===== src/rtl/adma_slv_axi_b.sv =====
// AXI slave B-channel responder: queues AW info and pairs each entry with a burst-complete event.
// Latency: completion handshake in cycle N gives BVALID in cycle N+1; one response per cycle.
// Backpressure: a full AW queue drops aw_rdy_o; a stalled B register or an empty queue drops wd_rdy_o.
module adma_slv_axi_b #(
    parameter int SLV_ID_W     = 5,
    parameter int ATX_RESP_W   = 2,
    parameter int ATX_NUM_OSTD = 4,
    parameter int OSTD_CNT_W   = $clog2(ATX_NUM_OSTD + 1)
) (
    input  logic                  clk,
    input  logic                  rst,
    input  logic [SLV_ID_W-1:0]   aw_id_i,
    input  logic                  aw_decerr_i,
    input  logic                  aw_vld_i,
    output logic                  aw_rdy_o,
    input  logic                  wd_err_i,
    input  logic                  wd_vld_i,
    output logic                  wd_rdy_o,
    output logic [SLV_ID_W-1:0]   s_bid_o,
    output logic [ATX_RESP_W-1:0] s_bresp_o,
    output logic                  s_bvalid_o,
    input  logic                  s_bready_i,
    output logic [OSTD_CNT_W-1:0] ostd_cnt_o
);

    localparam int PTR_W = $clog2(ATX_NUM_OSTD);
    localparam logic [ATX_RESP_W-1:0] RESP_OKAY   = ATX_RESP_W'(2'b00);
    localparam logic [ATX_RESP_W-1:0] RESP_SLVERR = ATX_RESP_W'(2'b10);
    localparam logic [ATX_RESP_W-1:0] RESP_DECERR = ATX_RESP_W'(2'b11);

    logic [PTR_W:0]        wr_ptr;
    logic [PTR_W:0]        rd_ptr;
    logic [PTR_W:0]        aw_cnt;
    logic [SLV_ID_W-1:0]   id_q     [ATX_NUM_OSTD];
    logic                  decerr_q [ATX_NUM_OSTD];
    logic                  aw_full;
    logic                  aw_empty;
    logic                  aw_push;
    logic                  wd_pop;
    logic [SLV_ID_W-1:0]   head_id;
    logic                  head_decerr;
    logic [ATX_RESP_W-1:0] head_resp;

    assign aw_cnt   = wr_ptr - rd_ptr;
    assign aw_full  = (wr_ptr[PTR_W] != rd_ptr[PTR_W]) &&
                      (wr_ptr[PTR_W-1:0] == rd_ptr[PTR_W-1:0]);
    assign aw_empty = (wr_ptr == rd_ptr);

    // Ready flags come only from registered pointers, so a pop never frees a slot in its own cycle.
    assign aw_rdy_o = rst | ~aw_full;
    assign wd_rdy_o = ~rst & ~aw_empty & (~s_bvalid_o | s_bready_i);

    assign aw_push  = aw_vld_i & aw_rdy_o;
    assign wd_pop   = wd_vld_i & wd_rdy_o;

    assign head_id     = id_q[rd_ptr[PTR_W-1:0]];
    assign head_decerr = decerr_q[rd_ptr[PTR_W-1:0]];
    assign head_resp   = head_decerr ? RESP_DECERR :
                         (wd_err_i   ? RESP_SLVERR : RESP_OKAY);

    assign ostd_cnt_o = OSTD_CNT_W'(aw_cnt) + OSTD_CNT_W'(s_bvalid_o);

    always_ff @(posedge clk) begin
        if (rst) begin
            wr_ptr <= '0;
            rd_ptr <= '0;
        end else begin
            if (aw_push) begin
                wr_ptr <= wr_ptr + 1'b1;
            end
            if (wd_pop) begin
                rd_ptr <= rd_ptr + 1'b1;
            end
        end
    end

    // Entry storage needs no reset: entries are only read between valid pointers.
    always_ff @(posedge clk) begin
        if (aw_push && !rst) begin
            id_q[wr_ptr[PTR_W-1:0]]     <= aw_id_i;
            decerr_q[wr_ptr[PTR_W-1:0]] <= aw_decerr_i;
        end
    end

    // A load in the handshake cycle overrides the clear, keeping one response per cycle.
    always_ff @(posedge clk) begin
        if (rst) begin
            s_bvalid_o <= 1'b0;
            s_bid_o    <= '0;
            s_bresp_o  <= '0;
        end else if (wd_pop) begin
            s_bvalid_o <= 1'b1;
            s_bid_o    <= head_id;
            s_bresp_o  <= head_resp;
        end else if (s_bready_i) begin
            s_bvalid_o <= 1'b0;
        end
    end

endmodule


===== config.mk =====
export PLATFORM = sky130hd
export DESIGN_NAME = adma_slv_axi_b
export DESIGN_NICKNAME = d
export VERILOG_FILES = /design/src/rtl/adma_slv_axi_b.sv
export SDC_FILE = /design/constraint.sdc
export NUM_CORES = 1
export LEC_CHECK = 0
export ABC_AREA = 1
export BUFFER_PORTS_ARGS = -buffer_cell sky130_fd_sc_hd__buf_2
export CAP_MARGIN = 0
export CORE_MARGIN = 8
export CORE_UTILIZATION = 46
export CTS_CLUSTER_DIAMETER = 120
export CTS_CLUSTER_SIZE = 24
export DETAILED_ROUTE_END_ITERATION = 10
export PLACE_DENSITY_LB_ADDON = 0.05
export SETUP_SLACK_MARGIN = 0.2
export SLEW_MARGIN = 20
export SYNTH_ARGS = -nofsm -noshare
export SYNTH_HDL_FRONTEND = slang
export SYNTH_SLANG_ARGS = --single-unit

===== constraint.sdc =====
create_clock -name clk -period 2.6 [get_ports clk]
set_input_delay 0.39 -clock clk [delete_from_list [all_inputs] [get_ports clk]]
set_output_delay 0.39 -clock clk [all_outputs]
set_load 0.005 [all_outputs]

==> results.json, run 1 <==
{
  "seqPwrFrac": 0.491,
  "finalHoldViolCount": 0,
  "place_hpwl_um": 2502,
  "cap_viol_max_count": 0,
  "start_util": 0.4655,
  "vias": 1284,
  "setup_tns_ps": 0,
  "setup_violations": 0,
  "vias_per_cell": 4.669,
  "antenna_cells": 0,
  "grt_pass1_wl_um": 5878,
  "placed_cells": 265,
  "hp-class": "input port to flip-flop",
  "min_path_cells": 1,
  "fin_util": 0.5553,
  "final_layout_size_suffix_gt1_frac": 0.2356,
  "ant_nets": 0,
  "track_usage": 0.1238,
  "cts_tree": "yes",
  "clockBufferDepth": 2,
  "yosys_warnings": 0,
  "netlist_top_cells_area": "edfxtp_1 (40%), dfxtp_1 (18%), nand2_1 (7.0%)",
  "cp.arrival_ps": 1970,
  "p_sw_frac": 0.2438,
  "reg2reg_depth": 7,
  "area_growth_pct": 19.30,
  "cts.htree.levels": 2,
  "drv_slew": 0,
  "place_ws_ps": 260.7,
  "grt_pass1_vias": 1279,
  "slew_headroom": 0.7380,
  "nNetsFinal": 245,
  "grt_antenna_before_repair": 0,
  "numCtsBuffers": 5,
  "synthCells": 191,
  "ys_ff_latch": 40,
  "portBuffers": 24,
  "pwr-share-clk": 0.362,
  "ir_drop_v": 0.0003930,
  "rsz0062_at_grt": "yes",
  "synth_area_per_cell_um2": 9.538,
  "drt_iter0_drc": 53,
  "drc": 0,
  "pin_count": 25,
  "die-area_um2": 6230,
  "required_ps": 2210,
  "switchingPower_w": 0.0003538,
  "critPathKind": "flip-flop to primary output",
  "crit_path_start_kind": "flip-flop",
  "cts_sinks": 40,
  "netlist.area_leader.share": 0.3956,
  "seq_area_frac_synth": 0.5714,
  "p_per_area_nw_per_um2": 667.6,
  "setup_slack_ps": 243.1,
  "critical_path_peak_fanout": 2,
  "yosysMostFrequentCell": "nand2_1",
  "clkLatencyLatePin_ps": 300,
  "wl_um": 3535,
  "syn_nets": 212,
  "pwr-share-comb": 0.147,
  "grt_max_degree": 21,
  "die_w_um": 78.93,
  "synth_top_area_cell": "edfxtp_1",
  "die_h_um": 78.93,
  "min_period_ps": 2357,
  "synthFlopType": "edfxtp_1",
  "layout.cells.non_filler": 275,
  "clockRootBuffer": "clkbuf_8",
  "row_count": 23,
  "overflow": 0,
  "core_area_um2": 3914,
  "leakagePower_nw": 0.9676,
  "outcome": "complete, no violations",
  "worstMarginPinSlew_ps": 392.6,
  "power.internal_w": 0.001097,
  "clk_pin_slew_ps": 70,
  "synth_area_um2": 1822,
  "gp_congestion": 0.7235,
  "drt_pass1_iterations": 4,
  "fin_crit_sh": 0.9065,
  "netlist-cell-type-count": 23,
  "skew_ps": 6.142,
  "synth_top_cells_by_count": "nand2_1 (34), nor2_1 (32), inv_1 (28)",
  "max_freq_ghz": 0.4243,
  "crit_path_end_kind": "primary output",
  "routedWlPerCell_um": 12.85,
  "synth-edff-count": 24,
  "synth_async_sr_flop_share": 0
}
registers in the layout, summed over array words and instances, names as in the netlist, named ones only:
signal / count
rd_ptr: 3
s_bresp_o: 2
s_bvalid_o: 1
decerr_q: 4
s_bid_o: 5
wr_ptr: 3
id_q: 20
cells by family after synthesis:
family	synth area share
AOI/OAI and AO/OA	0.06868
xor gates and xnor gates	0.01443
adders and majority gates	0.06594
buffers and inverters	0.08653
DFF	0.5714
and+or+nand+nor	0.1930
metrics by stage:
stage	total power, W	hold WS, ps	instance area [um^2]
2_1_floorplan	0.0008541	463.7	1822
3_3_place_gp	0.0009124	483.8	2001
3_5_place_dp	0.0009199	498.6	2001
4_1_cts	0.001456	298.2	2171
5_1_grt	0.001526	296.8	2173
6_report	0.001451	304.3	2173
power groups by stage:
stage / combinational (W) / sequential (W) / clock (W)
floorplan: 0.000128 / 0.000727 / 0
global placement: 0.000188 / 0.000725 / 0
detailed placement: 0.000194 / 0.000726 / 0
CTS: 0.000210 / 0.000713 / 0.000533
global route: 0.000243 / 0.000717 / 0.000566
finish: 0.000213 / 0.000713 / 0.000525
critical path, cell delays in order, from the launching register on:
cell     delay (ps)
dfxtp_2         360
inv_4            40
ha_4            220
inv_4            60
ha_4            120
inv_2            30
fa_2            360
xnor2_2         160
xor2_1          160
inv_1            50
buf_2           120
cell type report:
type	count	area (um^2)
Sequential cell	40	1042
Clock buffer	6	82.58
Clock inverter	2	33.78
Fill cell	376	1740
Tap cell	50	62.56
Multi-Input combinational cell	116	658.1
Inverter	29	113.9
Timing Repair Buffer	32	180.2
repair_timing:
| item | 4_1_cts | 5_1_grt |
|---|---|---|
| pin swaps | 4 | 3 |
| setup endpoints to repair | 1 | 1 |
| hold buffers | 0 | 0 |
| resized for setup | 10 | 1 |
| setup buffers | 2 | 0 |
| gates cloned | 0 | 0 |
cell usage in the layout, fill, tap and decap left out, types with 2 or more instances in the layout:
cell / synthesis / final
nand2_1: 34 / 34
nor2_1: 32 / 32
inv_1: 28 / 25
edfxtp_1: 24 / 24
buf_2: 3 / 24
o21ai_0: 15 / 15
dfxtp_1: 16 / 15
buf_4: 0 / 8
nand3_1: 6 / 6
ha_1: 8 / 6
clkbuf_8: 0 / 6
a21oi_1: 5 / 5
nor3b_1: 4 / 4
inv_4: 0 / 2
xor2_1: 2 / 2
inv_2: 1 / 2
nand3_2: 2 / 2
ha_4: 0 / 2
final timing paths:
kind                                   start       endpoint  slack [ps]
worst max-delay path               wr_ptr[0]  ostd_cnt_o[2]         240
worst min-delay path              aw_id_i[1]     id_q[3][1]         300
worst max register to register     wr_ptr[1]     id_q[2][1]         850
worst min register to register  s_bresp_o[0]   s_bresp_o[0]         510
per-layer routing:
layer / GRT usage / part of all wire
met1: 0.1437 / 0.47
met2: 0.1939 / 0.44
met3: 0.05079 / 0.070
met4: 0.06111 / 0.019
met5: 0 / 0
Power figures use the tool's default switching activity.
==> run 2: changes to the inputs <==
--- a/config.mk
+++ b/config.mk
@@ -9,7 +9,7 @@
 export BUFFER_PORTS_ARGS = -buffer_cell sky130_fd_sc_hd__buf_2
 export CAP_MARGIN = 0
 export CORE_MARGIN = 8
-export CORE_UTILIZATION = 46
+export CORE_UTILIZATION = 55
 export CTS_CLUSTER_DIAMETER = 120
 export CTS_CLUSTER_SIZE = 24
 export DETAILED_ROUTE_END_ITERATION = 10
==> run 2 against run 1 <==
  * First-iteration DRC count fell by 1.9%
  * Combinational power fell by 2%
  * Clock skew rose by 1.7 ps
  * Critical path depth did not move
  * Final cell count fell by 1.1%
  * Critical path type unchanged
  * Largest power group unchanged
  * Highest routed layer unchanged
==> results.json, run 2 (synthesized netlist as in run 1, its figures left out) <==
{
  "outcome": "complete, no violations",
  "critical_path_peak_fanout": 2,
  "slowest_stage": "dfxtp_2",
  "critPathBufInv": 5,
  "vias": 1305,
  "grt_pass1_vias": 1288,
  "r2r_slack_ps": 780,
  "start_util": 0.5591,
  "crit_path_end_kind": "primary output",
  "finalHoldViolCount": 0,
  "track_usage": 0.1389,
  "p_sw_frac": 0.2582,
  "wl_um": 3428,
  "gp_congestion": 0.7911,
  "place_hpwl_um": 2448,
  "cap_viol_max_count": 0,
  "final_common_cell": "nand2_1",
  "routedWlPerCell_um": 12.60,
  "switchingPower_w": 0.0003437,
  "layout_common_cells": "nand2_1 (34), nor2_1 (32), inv_1 (25)",
  "core_area_um2": 3258,
  "clockRootBuffer": "clkbuf_4",
  "r2r_end": "id_q[0][1]",
  "final_layout_size_suffix_gt1_frac": 0.2434,
  "cts.htree.levels": 2,
  "power.internal_w": 0.0009873,
  "clockBufferDepth": 2,
  "rsz0062_at_grt": "yes",
  "fin_crit_sh": 0.9423,
  "cts_tree": "yes",
  "fin_util": 0.6563,
  "crit_path_start_kind": "flip-flop",
  "ant_nets": 0,
  "setup_violations": 0,
  "hold_start": "aw_id_i[3]",
  "drv_slew": 0,
  "drc": 0,
  "cts_hold_buf": 0,
  "seqPwrFrac": 0.536,
  "pwr-share-clk": 0.307,
  "nNetsFinal": 246,
  "r2r_start": "rd_ptr[1]",
  "grt_pass1_wl_um": 5595,
  "slowest_delay_ps": 380,
  "cp.arrival_ps": 2060,
  "numCtsBuffers": 5,
  "slew_headroom": 0.7384,
  "portBuffers": 24,
  "row_count": 21,
  "holdPathEnd": "id_q[3][3]",
  "setup_tns_ps": 0,
  "ir_drop_v": 0.0005284,
  "pwr-share-comb": 0.157,
  "skew_ps": 7.858,
  "vias_per_cell": 4.798,
  "reg2reg_depth": 8,
  "drt_pass1_iterations": 4,
  "leakagePower_nw": 0.9566,
  "area_growth_pct": 17.38,
  "overflow": 0,
  "worstMarginPinSlew_ps": 392.0,
  "drt_iter0_drc": 52,
  "critPathKind": "flip-flop to primary output",
  "die_h_um": 73.55,
  "hp-class": "input port to flip-flop",
  "cp_top_family": "adder cells",
  "antenna_cells": 0,
  "cp-startpoint": "wr_ptr[0]",
  "largest_reg_flops": 20,
  "cts_sinks": 40,
  "clkLatencyLatePin_ps": 350,
  "grt_max_degree": 21,
  "max_freq_ghz": 0.4082,
  "min_period_ps": 2450,
  "clk_pin_slew_ps": 120,
  "grt_antenna_before_repair": 0,
  "min_path_cells": 1,
  "die-area_um2": 5410,
  "p_per_area_nw_per_um2": 622.5,
  "required_ps": 2210,
  "crit_path_cell_trace": "inv_4 -> ha_4 -> inv_2 -> ha_4 -> inv_2 -> fa_2 -> xnor2_2 -> xor2_1 -> inv_1 -> buf_2",
  "pin_count": 25,
  "die_w_um": 73.55
}
==> run 2: worst register-to-register path, stage by stage, from the launching register on <==
cell and delay (ps):
dfxtp_1 350, inv_1 60, ha_1 290, nand2_1 90
inv_1 70, nand3_2 130, nand2_2 120, nor3b_1 210
buf_4 210
==> run 2: layout make-up <==
class                      count  area [um^2]
fill                         297         1120
sequential                    40         1044
multi-input combinational    116        658.1
timing repair buffer          33        187.7
inverter                      29        111.4
tap                           46        57.56
clock inverter                 3        42.54
clock buffer                   5        37.54
==> run 2: worst max-delay path by stage <==
stage          slack [ps]  cells past startpoint            end
6_report              150                     10  ostd_cnt_o[2]
5_1_grt                80                     10  ostd_cnt_o[2]
4_1_cts                80                     10  ostd_cnt_o[2]
3_5_place_dp          220                     10  ostd_cnt_o[2]
3_3_place_gp          380                     10  ostd_cnt_o[2]
2_1_floorplan         520                      9  ostd_cnt_o[2]
==> run 2: layer usage <==
metal  wire [um]  track usage
met1        1482       0.1464
met2        1673       0.2402
met3         210      0.04911
met4          63      0.06430
met5           0            0
==> run 2: power by group through the flow <==
| stage | combinational [W] | sequential [W] | clock, W |
|---|---|---|---|
| 2_1_floorplan | 0.000128 | 0.000727 | 0 |
| 6_report | 0.000209 | 0.000714 | 0.000408 |
| 5_1_grt | 0.000240 | 0.000717 | 0.000442 |
| 3_3_place_gp | 0.000185 | 0.000725 | 0 |
| 4_1_cts | 0.000209 | 0.000713 | 0.000421 |
| 3_5_place_dp | 0.000192 | 0.000726 | 0 |
==> run 2: stage by stage <==
step / power, W / instance area [um^2] / setup slack (ps) / hold slack, ps / cells
6_report: 0.001331 / 2138 / 150.1 / 238.3 / 272
5_1_grt: 0.001399 / 2138 / 80.14 / 214.0 / 272
4_1_cts: 0.001343 / 2130 / 75.50 / 226.5 / 271
3_5_place_dp: 0.0009184 / 1996 / 215.7 / 493.1 / 261
3_3_place_gp: 0.0009099 / 1996 / 383.0 / 483.4 / 261
2_1_floorplan: 0.0008541 / 1822 / 519.8 / 463.7 / 191
==> run 2: repair_timing <==
action / CTS / global route
gates resized for setup: 10 / 1
pin swaps: 4 / 3
endpoints found under the setup margin: 2 / 1
buffers inserted: 2 / 1
==> run 3: changes to the inputs <==
--- a/config.mk
+++ b/config.mk
@@ -13,6 +13,7 @@
 export CTS_CLUSTER_DIAMETER = 120
 export CTS_CLUSTER_SIZE = 24
 export DETAILED_ROUTE_END_ITERATION = 10
+export GPL_TIMING_DRIVEN = 0
 export PLACE_DENSITY_LB_ADDON = 0.05
 export SETUP_SLACK_MARGIN = 0.2
 export SLEW_MARGIN = 20
==> run 3 against run 2 <==
  * Highest routed layer unchanged
  * Hold slack better by 8.2 ps
  * Register-to-register slack got worse by 190 ps
  * Utilization rose by 2.0 points
  * Fmax fell by 0.16%
  * Final area is 3.1% higher
  * Critical path type unchanged
  * Critical path depth is 1 lower
  * Clock skew rose by 11 ps
==> results.json, run 3 (synthesized netlist as in run 1, its figures left out) <==
{
  "fin_crit_sh": 0.9438,
  "timing.hold.ws_ps": 246.5,
  "grt_max_degree": 14,
  "area_growth_pct": 21.02,
  "routedWlPerCell_um": 12.30,
  "worstMarginPinSlew_ps": 549.2,
  "leakagePower_nw": 0.9792,
  "drc": 0,
  "required_ps": 2210,
  "crit_path_start_kind": "flip-flop",
  "cts_tree": "yes",
  "clkLatencyLatePin_ps": 360,
  "vias_per_cell": 4.814,
  "cts.htree.levels": 2,
  "pin_count": 25,
  "hp-class": "input port to flip-flop",
  "critPathKind": "flip-flop to primary output",
  "clockBufferDepth": 2,
  "crit_path_cell_trace": "ha_4 -> inv_2 -> ha_4 -> inv_2 -> fa_2 -> xnor2_2 -> xor2_1 -> inv_1 -> buf_2",
  "wl_um": 3371,
  "track_usage": 0.1414,
  "die-area_um2": 5410,
  "clockRootBuffer": "clkbuf_4",
  "largest_reg_flops": 20,
  "drt_pass1_iterations": 4,
  "die_h_um": 73.55,
  "slowest_delay_ps": 380,
  "numCtsBuffers": 5,
  "place_hpwl_um": 2415,
  "rsz0062_at_grt": "yes",
  "reg2reg_depth": 8,
  "antenna_cells": 0,
  "cp.arrival_ps": 2060,
  "drv_slew": 0,
  "min_period_ps": 2454,
  "final_common_cell": "nand2_1",
  "r2r_start": "rd_ptr[1]",
  "pwr-share-clk": 0.297,
  "fillers": 272,
  "r2r_end": "id_q[2][2]",
  "outcome": "complete, no violations",
  "slowest_stage": "dfxtp_4",
  "grt_pass1_wl_um": 5830,
  "setup_violations": 0,
  "clk_pin_slew_ps": 130,
  "cts_hold_buf": 0,
  "gp_congestion": 0.7938,
  "drt_iter0_drc": 71,
  "ant_nets": 0,
  "cts_sinks": 40,
  "power.internal_w": 0.0009906,
  "crit_path_end": "ostd_cnt_o[2]",
  "die_w_um": 73.55,
  "crit_path_end_kind": "primary output",
  "nNetsFinal": 248,
  "setup_tns_ps": 0,
  "skew_ps": 18.77,
  "critical_path_peak_fanout": 2,
  "p_sw_frac": 0.2580,
  "pwr-share-comb": 0.168,
  "grt_antenna_before_repair": 0,
  "final_layout_size_suffix_gt1_frac": 0.2807,
  "seqPwrFrac": 0.535,
  "p_per_area_nw_per_um2": 605.5,
  "vias": 1319,
  "ir_drop_v": 0.0004524,
  "r2r_slack_ps": 590,
  "multi_input_area_um2": 690.7,
  "row_count": 21,
  "max_freq_ghz": 0.4075,
  "layout_common_cells": "nand2_1 (34), nor2_1 (32), buf_2 (26)",
  "cap_viol_max_count": 0,
  "overflow": 0,
  "switchingPower_w": 0.0003444,
  "slew_headroom": 0.6322,
  "finalHoldViolCount": 0,
  "portBuffers": 24,
  "regArea_um2": 1047,
  "core_area_um2": 3258,
  "start_util": 0.5591,
  "cp-startpoint": "rd_ptr[0]",
  "grt_pass1_vias": 1334
}
-- run 3: per-layer routing --
metal	global-route usage	vias up	share of wire
met2	0.2323	35	0.48
li1	-	683	-
met5	0	-	0
met1	0.1596	594	0.44
met4	0.05322	0	0.014
met3	0.05730	7	0.063
-- run 3: worst min-delay path by stage --
stage | start | end | slack, ps | cells after the start
after floorplan | rd_ptr[2] | rd_ptr[2] | 460 | 2
after global placement | rd_ptr[2] | rd_ptr[2] | 480 | 2
after CTS | aw_decerr_i | decerr_q[2] | 220 | 1
final | aw_decerr_i | decerr_q[2] | 250 | 1
after global routing | aw_decerr_i | decerr_q[2] | 220 | 1
after detailed placement | rd_ptr[2] | rd_ptr[2] | 490 | 2
-- run 3: layout make-up --
cell class,instances,share of cell area
multi-input combinational,116,0.3133
clock inverter,1,0.003973
buffer,6,0.02497
tap,46,0.02611
clock buffer,7,0.03462
inverter,29,0.05051
sequential,40,0.4750
timing repair buffer,29,0.07151
-- run 3: worst max-delay path: cells and delay by family, from the launching register on --
kind	cells	cell delay, ps
XOR/XNOR	2	340
buffers and inverters	4	260
flip-flops	1	380
adder cells (fa/ha/maj)	3	720
-- run 3: power by group through the flow --
stage / Sequential [W] / Clock (W) / Combinational [W]
floorplan: 0.000727 / 0 / 0.000128
global placement: 0.000727 / 0 / 0.000186
detailed placement: 0.000728 / 0 / 0.000196
CTS: 0.000714 / 0.000408 / 0.000222
global route: 0.000718 / 0.000429 / 0.000257
finish: 0.000715 / 0.000396 / 0.000224
-- run 3: timing repair --
action,4_1_cts,5_1_grt
resized for setup,15,5
pin swaps,4,3
setup buffers,5,0
setup endpoints to repair,26,25
-- run 3: metrics by stage --
stage / power [W] / utilization / std cells / cell area (um^2) / setup slack [ps]
2_1_floorplan: 0.0008541 / - / 191 / 1822 / 519.8
6_report: 0.001335 / 0.6767 / 274 / 2205 / 146.2
4_1_cts: 0.001344 / 0.6667 / 274 / 2172 / 74.70
5_1_grt: 0.001404 / 0.6767 / 274 / 2205 / 25.25
3_5_place_dp: 0.0009235 / 0.6137 / 261 / 1999 / 47.87
3_3_place_gp: 0.0009126 / 0.6137 / 261 / 1999 / 67.34
